**src/rtl/addr_decoder.sv**
```systemverilog
// rtl/addr_decoder.sv - one-master to NUM_SLAVES address decoder with response mux, stall watchdog and error counter
module addr_decoder #(
    parameter int          ADDR_WIDTH     = 14,
    parameter int          DATA_WIDTH     = 8,
    parameter int          NUM_SLAVES     = 3,
    parameter int unsigned SLAVE0_BASE    = 'h0000,
    parameter int unsigned SLAVE0_SIZE    = 'h1000,
    parameter int unsigned SLAVE1_BASE    = 'h1000,
    parameter int unsigned SLAVE1_SIZE    = 'h1000,
    parameter int unsigned SLAVE2_BASE    = 'h2000,
    parameter int unsigned SLAVE2_SIZE    = 'h0800,
    parameter int          TIMEOUT_CYCLES = 16
) (
    input  logic                  clk_i,
    input  logic                  rst_ni,
    input  logic                  valid_i,
    input  logic [ADDR_WIDTH-1:0] addr_i,
    input  logic [DATA_WIDTH-1:0] wdata_i,
    input  logic                  we_i,
    output logic                  ready_o,
    output logic [DATA_WIDTH-1:0] rdata_o,
    output logic                  err_o,
    output logic [NUM_SLAVES-1:0] slave_sel_o,
    output logic [NUM_SLAVES-1:0] slave_valid_o,
    output logic [ADDR_WIDTH-1:0] slave_addr_o,
    output logic [DATA_WIDTH-1:0] slave_wdata_o,
    output logic                  slave_we_o,
    input  logic [NUM_SLAVES-1:0] slave_ready_i,
    input  logic [DATA_WIDTH-1:0] slave_rdata_i [NUM_SLAVES],
    input  logic [NUM_SLAVES-1:0] slave_err_i,
    output logic [7:0]            err_count_o
);

    localparam int AW1 = ADDR_WIDTH + 1;
    localparam int SW  = $clog2(TIMEOUT_CYCLES + 1);

    // Slaves beyond the third get an empty window and never decode.
    function automatic logic [ADDR_WIDTH-1:0] win_base(input int idx);
        case (idx)
            0:       win_base = ADDR_WIDTH'(SLAVE0_BASE);
            1:       win_base = ADDR_WIDTH'(SLAVE1_BASE);
            2:       win_base = ADDR_WIDTH'(SLAVE2_BASE);
            default: win_base = '0;
        endcase
    endfunction

    function automatic logic [ADDR_WIDTH:0] win_size(input int idx);
        case (idx)
            0:       win_size = AW1'(SLAVE0_SIZE);
            1:       win_size = AW1'(SLAVE1_SIZE);
            2:       win_size = AW1'(SLAVE2_SIZE);
            default: win_size = '0;
        endcase
    endfunction

    logic [NUM_SLAVES-1:0] sel;
    logic [ADDR_WIDTH-1:0] sel_base;
    logic [DATA_WIDTH-1:0] sel_rdata;
    logic                  sel_ready;
    logic                  sel_err;
    logic                  decode_err;
    logic                  timeout;
    logic [SW-1:0]         stall_cnt;

    // Windows are disjoint, so at most one iteration hits and the mux is a plain OR of one.
    always_comb begin
        sel       = '0;
        sel_base  = '0;
        sel_rdata = '0;
        sel_ready = 1'b0;
        sel_err   = 1'b0;
        for (int i = 0; i < NUM_SLAVES; i++) begin
            if (({1'b0, addr_i} >= {1'b0, win_base(i)}) &&
                ({1'b0, addr_i} <  ({1'b0, win_base(i)} + win_size(i)))) begin
                sel[i]    = 1'b1;
                sel_base  = win_base(i);
                sel_rdata = slave_rdata_i[i];
                sel_ready = slave_ready_i[i];
                sel_err   = slave_err_i[i];
            end
        end
    end

    assign decode_err    = ~|sel;
    assign timeout       = (stall_cnt == SW'(TIMEOUT_CYCLES));

    assign slave_sel_o   = sel;
    assign slave_valid_o = sel & {NUM_SLAVES{valid_i}};
    assign slave_addr_o  = addr_i - sel_base;
    assign slave_wdata_o = wdata_i;
    assign slave_we_o    = we_i;

    assign rdata_o = sel_rdata;
    assign ready_o = valid_i & (decode_err | sel_ready | timeout);
    assign err_o   = valid_i & (decode_err | (sel_ready & sel_err) | timeout);

    always_ff @(posedge clk_i or negedge rst_ni) begin
        if (!rst_ni) begin
            stall_cnt   <= '0;
            err_count_o <= '0;
        end else begin
            if (valid_i && !decode_err && !sel_ready && !timeout)
                stall_cnt <= stall_cnt + SW'(1);
            else
                stall_cnt <= '0;
            if (valid_i && ready_o && err_o && (err_count_o != 8'hFF))
                err_count_o <= err_count_o + 8'd1;
        end
    end

endmodule

```
**config.mk**
```make
export PLATFORM = sky130hd
export DESIGN_NAME = addr_decoder
export DESIGN_NICKNAME = d
export VERILOG_FILES = /design/src/rtl/addr_decoder.sv
export SDC_FILE = /design/constraint.sdc
export NUM_CORES = 1
export LEC_CHECK = 0
export ABC_CLOCK_PERIOD_IN_PS = 2200
export CAP_MARGIN = 5
export CORE_ASPECT_RATIO = 0.75
export CORE_MARGIN = 2
export CORE_UTILIZATION = 31
export CTS_CLUSTER_SIZE = 16
export DETAILED_ROUTE_END_ITERATION = 12
export PLACE_DENSITY_LB_ADDON = 0.25
export SETUP_SLACK_MARGIN = 0.2
export SLEW_MARGIN = 25
export SYNTH_ARGS = -nofsm -noshare
export SYNTH_HDL_FRONTEND = slang
export SYNTH_SLANG_ARGS = --single-unit
```
**constraint.sdc**
```tcl
create_clock -name clk_i -period 2.2 [get_ports clk_i]
set_input_delay 0.44 -clock clk_i [delete_from_list [all_inputs] [get_ports clk_i]]
set_output_delay 0.44 -clock clk_i [all_outputs]
set_load 0.005 [all_outputs]
```
[Word-level counts from Yosys, hierarchy flattened]
Index checks and enable logic that the tools add are counted.
Cells by class
  add/subtract/negate cells: 3
  $lt $le $gt $ge: 6
  eq/ne operators: 2
  muxes and demuxes: 15
  bitwise gates (word level): 8
  reduce and logical (&&, ||, !) cells: 13
Operators with widths (count)
  14-bit < comparator, second input constant: 2
  8-bit two-way mux: 3
  14-bit by 1-bit >= comparator with 1-bit output, second input constant: 1
  14-bit by 13-bit >= comparator with 1-bit output, second input constant: 1
  14-bit >= comparator, second input constant: 1
  14-bit by 13-bit < comparator with 1-bit output, second input constant: 1
  14-bit two-way mux: 1
  14-bit subtractor: 1
  13-bit two-way mux: 1
  1-bit logical AND: 9
  1-bit two-way mux: 9
  8-bit by 1-bit adder with 8-bit output, second input constant: 1
  8-bit != test, second input constant: 1
  5-bit by 1-bit adder with 5-bit output, second input constant: 1
  5-bit equality test, second input constant: 1
  5-bit two-way mux: 1
  1-bit bitwise OR: 4
  1-bit bitwise AND: 3
  3-bit bitwise AND: 1
  1-bit logical NOT: 3
  3-bit OR reduction: 1
Storage, ports and cells
  register bits: 13
  bits of input ports: 56
  output and inout bits: 47
  word-level logic and storage cells: 49

[Depth between registers and ports, before layout]
Gate-level depths: netlist (run 1).
  depth in word-level cells: 11
  gate-level depth with buffers: 7
  mapped depth without buffers: 7

[Worst setup path before layout (run 1)]
OpenSTA, ideal clock, no wires.
  path type: input port to flip-flop
  start: input port addr_i[13]
  end: register err_count_o[1]
  setup time: 125 ps
  data arrival time: 1747 ps
  required time: 2075 ps
  path slack: 327 ps
  stages: 6
  path buffers: 1
  cells stage by stage: buf_2 nor3b_2 nor3_2 o31ai_4 and3_4 mux2_4
Between the ends
  longest elaborated chain between the ends: 11
  elaborated cells between the ends (all ways): 30
  classes of those cells: order compare: 6; mux: 9; bitwise: 7; reduce/logical: 8
RTL lines
  from (decl): RTL line 17  | input logic [ADDR_WIDTH-1:0] addr_i,
  14-bit by 1-bit >= comparator with 1-bit output (tied with other cells): RTL line 73  | if (({1'b0, addr_i} >= {1'b0, win_base(i)}) &&
  1-bit logical AND: RTL line 73
  1-bit two-way mux: RTL line 73
  1-bit two-way mux / 3-bit OR reduction (equally long branches): RTL line 73, 84
  1-bit two-way mux / 1-bit logical NOT (equally long branches): RTL line 73, 84
  1-bit bitwise AND / 1-bit bitwise OR (equally long branches): RTL line 95, 94
  1-bit bitwise OR (on tied branches): RTL line 95, 94
  1-bit bitwise OR / 1-bit bitwise AND (equally long branches): RTL line 95, 94
  1-bit bitwise AND / 1-bit logical AND (equally long branches): RTL line 95, 106
  1-bit logical AND * (2 in a row): RTL line 106  | if (valid_i && ready_o && err_o && (err_count_o != 8'hFF))
  to (signal assigned): RTL line 107  | err_count_o <= err_count_o + 8'd1;
  to (decl): RTL line 31  | output logic [7:0] err_count_o
Every way passes the cells marked *; elsewhere a longest branch is shown, timed or not.
A chain may end at the register's enable or synchronous reset.

[Worst setup path after layout (run 1)]
  start: input port addr_i[12]
  end: output port err_o
Between the ends
  longest elaborated chain between the ends: 9
  elaborated cells between the ends (all ways): 24
  classes of those cells: order compare: 6; mux: 9; bitwise: 4; reduce/logical: 5
RTL lines
  14-bit by 1-bit >= comparator with 1-bit output / 14-bit by 13-bit < comparator with 1-bit output (equally long branches): RTL line 73, 74
  1-bit logical AND: RTL line 73
  1-bit two-way mux (3 in a row): RTL line 73
  1-bit bitwise AND: RTL line 95  | assign err_o = valid_i & (decode_err | (sel_ready & sel_err) | timeout);
  1-bit bitwise OR * (2 in a row): RTL line 95
  1-bit bitwise AND *: RTL line 95
  to (decl): RTL line 22  | output logic err_o,
Marked as above.

==> run metrics, run 1 <==
status=completed; top_reg_cell synth=dfrtp_1; Synth async-reset ratio=1.00; post-synthesis area per instance=8.37 um2; drc violations=0; clk buf depth=2; Synth area leader=dfrtp_1; clk_lat worst skew=0.24 ns; Root Buffer=clkbuf_8; Max H-tree Level=1; crit end category=primary output; antenna fix cells=0; top cells by area, synth=dfrtp_1 29%, buf_4 14%, nand2_1 4.7%, ha_1 4.5%, o21ai_0 4.0%; hpwl dp=~2.8 mm; Pins Over Slew Limit=0; Total Power=just over 1 mW; final setup fails=0; Synth top cells by count=21 x buf_4, 14 x nand2_1, 13 x dfrtp_1; final worst-path cycle share=0.904; final core occ=0.556; combinational fraction of design power=0.441; Routed wire per std cell=between 10 and 15 um; die area=between 4000 and 5000 um2; Synth warnings=0; most common cell in the netlist=buf_4; CTS sink count=13; area grow syn2layout=67.6%; Cell Int Power=between 700 and 800 uW; Crit Path Class=primary input to primary output; non-filler cells, final=238; WP data arrival=1.55 ns; Cell Area, Synth=approximately 1100 um2; Critical Path Fanout Max=5; Core ar.=3380 um2; # Max-Cap Violations=0; mux cell area share after synthesis=0.0234; total negative slack=0 ns; Highest Clock Rate=just over 0.5 GHz; GRT Total Usage=0.172; CTS clk-pin slew, worst paths=0.06 ns; syn_nets=194; Worst Tran Pin Value=0.597 ns; vias in the first global route=between 1000 and 1500; RSZ-0062 raised after global routing=true; TritonCTS clock tree=done; maximum VDD drop=between 0.3 and 0.4 mV; Net Sw Frac=0.304; Boundary Pins=roughly 100; Die Ht=approximately 56 um; fraction of layout cells with a size suffix above 1=0.227; Yosys top cell area share=0.290; total CTS buffers=3; hold_ws=between 0.5 and 0.6 ns; Slew HR=0.600; Pleak=approximately 0.85 nW; Final ANT Viol Nets=0; register share of total power=0.345; Synth Area in Compound Gates=0.158; # hold bufs at CTS=0; Cell Pwr Density=roughly 540 nW/um2; initial DRC count=63; Final Wtd Congestion=a little under 0.8; Core Rows=18; Setup crit start kind=primary input; Synth Area in XOR/XNOR=0.0625; area share of and/or/nand/nor cells after synthesis=0.241; synthesized-area fraction occupied by adder cells=0.0446; Clock power frac=0.214; sequential share of the synthesized area=0.290; initial core utilization=0.332; first-pass GRT wire length=between 5 and 6 mm; Hold Crit Class=flip-flop to flip-flop; IO Port Bufs=62; Psw=between 300 and 400 uW; global route overflow=0; Die W=73.4 um; placed cells=229; nets@finish=259; Clock Skews=~0.0009 ns; Vias=between 1000 and 1500; First-pass DRT Iterations=4; Reg2Reg Setup Slack=0.30 ns; number of flops mapped to enable cells by yosys=0; initial antenna violation count=0; Post-Synthesis Cells=between 100 and 150; largest net degree at the start of global routing=14; final WL=around 3.5 mm; number of synthesized register bits=13; final hold violations=0; routed vias/inst=a little under 5; largest family of logic cells by synthesized area=simple AND/OR/NAND/NOR gates; min cycle time layout=1.99 ns; Yosys cell types=33; Crit path required time=roughly 1.8 ns
==> metrics by stage <==
step           setup WS [ns]  cell area [um2]
2_1_floorplan          0.327             1120
3_3_place_gp          -0.480             1750
3_5_place_dp          -0.552             1750
4_1_cts                0.166             1820
5_1_grt                0.149             1880
6_report               0.212             1880
==> placed cells by master (no fill, tap or decap), types with 2 or more instances in the layout <==
master / count
and3_1: 2
a21oi_1: 5
xnor2_1: 5
buf_8: 2
inv_1: 5
o21ai_1: 4
o21ai_0: 5
and2_1: 3
buf_2: 3
dfrtp_1: 13
ha_1: 4
nor2_1: 8
nand3_1: 5
clkdlybuf4s15_1: 2
clkbuf_8: 3
buf_6: 6
a41oi_1: 2
buf_4: 17
clkdlybuf4s50_1: 38
nor2b_1: 2
dlygate4sd2_1: 15
nand4_1: 2
xor2_1: 3
nor3_1: 3
inv_2: 2
nand2_1: 14
a22oi_1: 6
==> power by group through the flow <==
| stage | sequential (mW) | combinational [mW] | clock (mW) |
|---|---|---|---|
| after detailed placement | 0.354 | 0.438 | 0 |
| after floorplan | 0.350 | 0.188 | 0 |
| after global placement | 0.351 | 0.427 | 0 |
| after CTS | 0.350 | 0.437 | 0.224 |
| final | 0.350 | 0.447 | 0.217 |
| after global routing | 0.361 | 0.485 | 0.237 |
==> metal layers <==
layer	track usage	vias up	wire length [um]
li1	-	567	-
met1	0.229	549	1530
met2	0.264	27	1670
met3	0.0453	19	190
met4	0.0623	0	71
met5	0	-	0
==> state kept, by name, summed over array words and instances, names as in the netlist <==
| register | cells |
|---|---|
| stall_cnt | 5 |
| err_count_o | 8 |
==> final cells by class <==
class,instances,area [um2]
multi-input combinational,89,637
timing repair buffer,85,796
tap,40,50.0
clock buffer,4,45.0
fill,306,1500
inverter,7,26.3
sequential,13,325
==> final timing paths <==
kind / from / to / depth (start not counted)
max reg2reg: stall_cnt[0] / err_count_o[1] / 9
max: addr_i[12] / err_o / 8
min: err_count_o[7] / err_count_o[7] / 1
min in group asynchronous: rst_ni / err_count_o[4] / 1
max in group asynchronous: rst_ni / stall_cnt[3] / 1
min reg2reg: err_count_o[7] / err_count_o[7] / 1
==> critical path, stage by stage <==
cell,delay (ns)
buf_8,0.10
buf_6,0.11
nor3b_4,0.22
nor3_4,0.07
buf_6,0.12
o31ai_4,0.23
and2_1,0.15
buf_2,0.10
==> cells by family (layout without fill, tap and decap cells) <==
kind of cell | after synthesis | in the layout
flip-flops | 13 | 13
AND/OR/NAND/NOR | 50 | 50
XOR/XNOR | 8 | 8
multiplexers | 2 | 2
AO/OA/AOI/OAI | 25 | 25
adder cells (fa/ha/maj) | 4 | 4
buffers and inverters | 32 | 96
==> what timing repair did <==
item	CTS	global route
endpoints found under the setup margin	22	8
buffers inserted	2	3
resized for setup	54	16
hold endpoints to repair	0	0
pin swaps	9	6
(Power assumes the default switching activity.)
==> inputs of run 2 (changes only) <==
--- a/config.mk
+++ b/config.mk
@@ -10,7 +10,7 @@
 export CORE_ASPECT_RATIO = 0.75
 export CORE_MARGIN = 2
 export CORE_UTILIZATION = 31
-export CTS_CLUSTER_SIZE = 16
+export CTS_CLUSTER_SIZE = 20
 export DETAILED_ROUTE_END_ITERATION = 12
 export PLACE_DENSITY_LB_ADDON = 0.25
 export SETUP_SLACK_MARGIN = 0.2
==> results of run 2 <==
The final DEF is identical to that of run 1; final timing and power are the same.
==> inputs of run 3 (changes only) <==
--- a/config.mk
+++ b/config.mk
@@ -8,7 +8,6 @@
 export ABC_CLOCK_PERIOD_IN_PS = 2200
 export CAP_MARGIN = 5
 export CORE_ASPECT_RATIO = 0.75
-export CORE_MARGIN = 2
 export CORE_UTILIZATION = 31
 export CTS_CLUSTER_SIZE = 20
 export DETAILED_ROUTE_END_ITERATION = 12
==> run 3 against run 2 <==
Against the previous run: setup slack lost 0.037 ns; first-iteration DRC count grew 59%; final area grew 0.60%; global-route usage shrank 0.40 points; critical path depth is the same; utilization grew 0.33 points; die area shrank 6.2%; hold slack gained 0.00058 ns; sequential cell count is the same; power shrank 0.33%; combinational power is essentially flat; fmax shrank 1.8%; largest cell class unchanged; highest routed layer unchanged.
==> run metrics, run 3 (synthesized netlist as in run 1, its figures left out) <==
status=completed; CTS clk-pin slew, worst paths=0.05 ns (about the same); vias in the first global route=1053 (-8.7%); CP max stage delay=0.38 ns (+0.15 ns); final setup margin=0.175 ns (-0.0373 ns); initial antenna violation count=0 (unchanged); Pleak=0.869 nW (+1.8%); Worst Reg2Reg Path Length in Cells=9 (unchanged); maximum VDD drop=0.475 mV (+39%); Reg2Reg Setup Slack=0.31 ns (about the same); Cell Pwr Density=534 nW/um2 (-0.92%); final hold violations=0 (unchanged); Boundary Pins=103 (unchanged); Crit Path Class=flip-flop to primary output; TritonCTS clock tree=done; Slew HR=0.609 (+0.00841); Final ANT Viol Nets=0 (unchanged); Root Buffer=clkbuf_8; Clock Skews=0.00270 ns (+0.00180 ns); final worst-path cycle share=0.921 (+0.0170); min cycle time layout=2.03 ns (+0.0373 ns); initial DRC count=100 (+59%); WL met3=160 um (-16%); area grow syn2layout=68.6%; Critical path origin=stall_cnt[0]; initial core utilization=0.332 (unchanged); Highest Clock Rate=0.494 GHz (-1.8%); most common cell after layout, fill and taps aside=clkdlybuf4s50_1; Hold Path Depth=1 (unchanged); RSZ-0062 raised after global routing=true; Metal-1 WL=1.56 mm (+2.2%); max reg flops=8 (unchanged); Slowest-stage cell, CP=dfrtp_1; antenna fix cells=0 (unchanged); Critical Path Fanout Max=2 (-3); Total Power=1.01 mW (-0.33%); die area=3860 um2 (-6.2%); Die W=71.4 um (-2.7%); hold_ws=0.530 ns (+0.000581 ns); Max H-tree Level=1 (unchanged); Crit path required time=1.76 ns (about the same); most frequent cells in the layout=38 x clkdlybuf4s50_1, 23 x buf_4, 17 x dlygate4sd2_1; first-pass GRT wire length=4.91 mm (-12%); CTS sink count=13 (unchanged); biggest regs=err_count_o: 8 flops, stall_cnt: 5 flops; Final Wtd Congestion=0.831 (+8.2%); Finished Cell Area=1890 um2 (+0.60%); Vias=1172 (+0.86%); Worst Tran Pin Value=0.585 ns (-0.0126 ns); clk_lat worst skew=0.24 ns (about the same); non-filler cells, final=241 (+1.3%); dpl ws=-0.581 ns (-0.0293 ns); drc violations=0 (unchanged); IO Port Bufs=62 (unchanged); placed cells=230 (+0.44%); Hold Crit Class=flip-flop to flip-flop; Core ar.=3380 um2 (unchanged); # hold bufs at CTS=0 (unchanged); final WL=3.31 mm (-4.4%); hold wc startpoint=err_count_o[7]; hpwl dp=2.57 mm (-6.8%); largest net degree at the start of global routing=14 (unchanged); Biggest register=err_count_o; # Max-Cap Violations=0 (unchanged); crit path cell chain=inv_1 -> ha_1 -> nand2_1 -> o31a_1 -> buf_4 -> o31ai_4 -> and2_1 -> buf_2; Routed wire per std cell=13.7 um (-5.6%); placed cell areas=1760 um2 (+0.43%); nets@finish=262 (+1.2%); final core occ=0.560 (+0.00333); WP data arrival=1.59 ns (+0.04 ns); fraction of layout cells with a size suffix above 1=0.254 (+0.0265); total CTS buffers=3 (unchanged); GRT Total Usage=0.168 (-0.00402); Setup crit start kind=flip-flop; total negative slack=0 ns (unchanged); clk buf depth=2 (unchanged); crit end category=primary output; routed vias/inst=4.86 (-0.39%); global route overflow=0 (unchanged); Die Ht=54.1 um (-3.6%); Core Rows=18 (unchanged); uppermost layer routed=met4; Pins Over Slew Limit=0 (unchanged); First-pass DRT Iterations=4 (unchanged); worst r2r src=stall_cnt[0]; met2 routed WL=1.53 mm (-8.5%); final setup fails=0 (unchanged); Fillers=304 (-0.65%)
run 3: per-layer routing:
layer  vias to the layer above  GRT usage
met4                         0     0.0667
met1                       549      0.229
met3                        10     0.0412
li1                        577          -
met2                        36      0.257
met5                         -          0
run 3: final cells by class:
type	count	area, um2	share of cell area
clock buffer	4	45.0	0.0238
sequential	13	325	0.172
multi-input combinational	89	658	0.348
inverter	7	28.8	0.0152
tap	40	50.0	0.0265
timing repair buffer	88	783	0.414
run 3: path summary, 6_finish.rpt:
check | to
min in group asynchronous | err_count_o[3]
worst max-delay path | err_o
worst max register to register | err_count_o[1]
max in group asynchronous | err_count_o[1]
worst min-delay path | err_count_o[7]
worst min register to register | err_count_o[7]
run 3: what timing repair did:
item	in CTS	in global routing
resized for setup	53	10
pin swaps	8	2
setup buffers	7	0
setup endpoints to repair	22	9
run 3: worst max-delay path: cells and delay by family, from the launching register on:
kind            cells  cell delay (ns)
compound gates      2             0.32
fa+ha+maj           1             0.13
buf+inv             3             0.32
flops               1             0.38
simple gates        2             0.20
run 3: report_power, final:
part           total [mW]  switching, mW  leakage [nW]  internal, mW
Combinational       0.447          0.163         0.678         0.284
Clock               0.209         0.0811        0.0228         0.128
Sequential          0.354         0.0631         0.169         0.291
Total                1.01          0.307         0.869         0.703
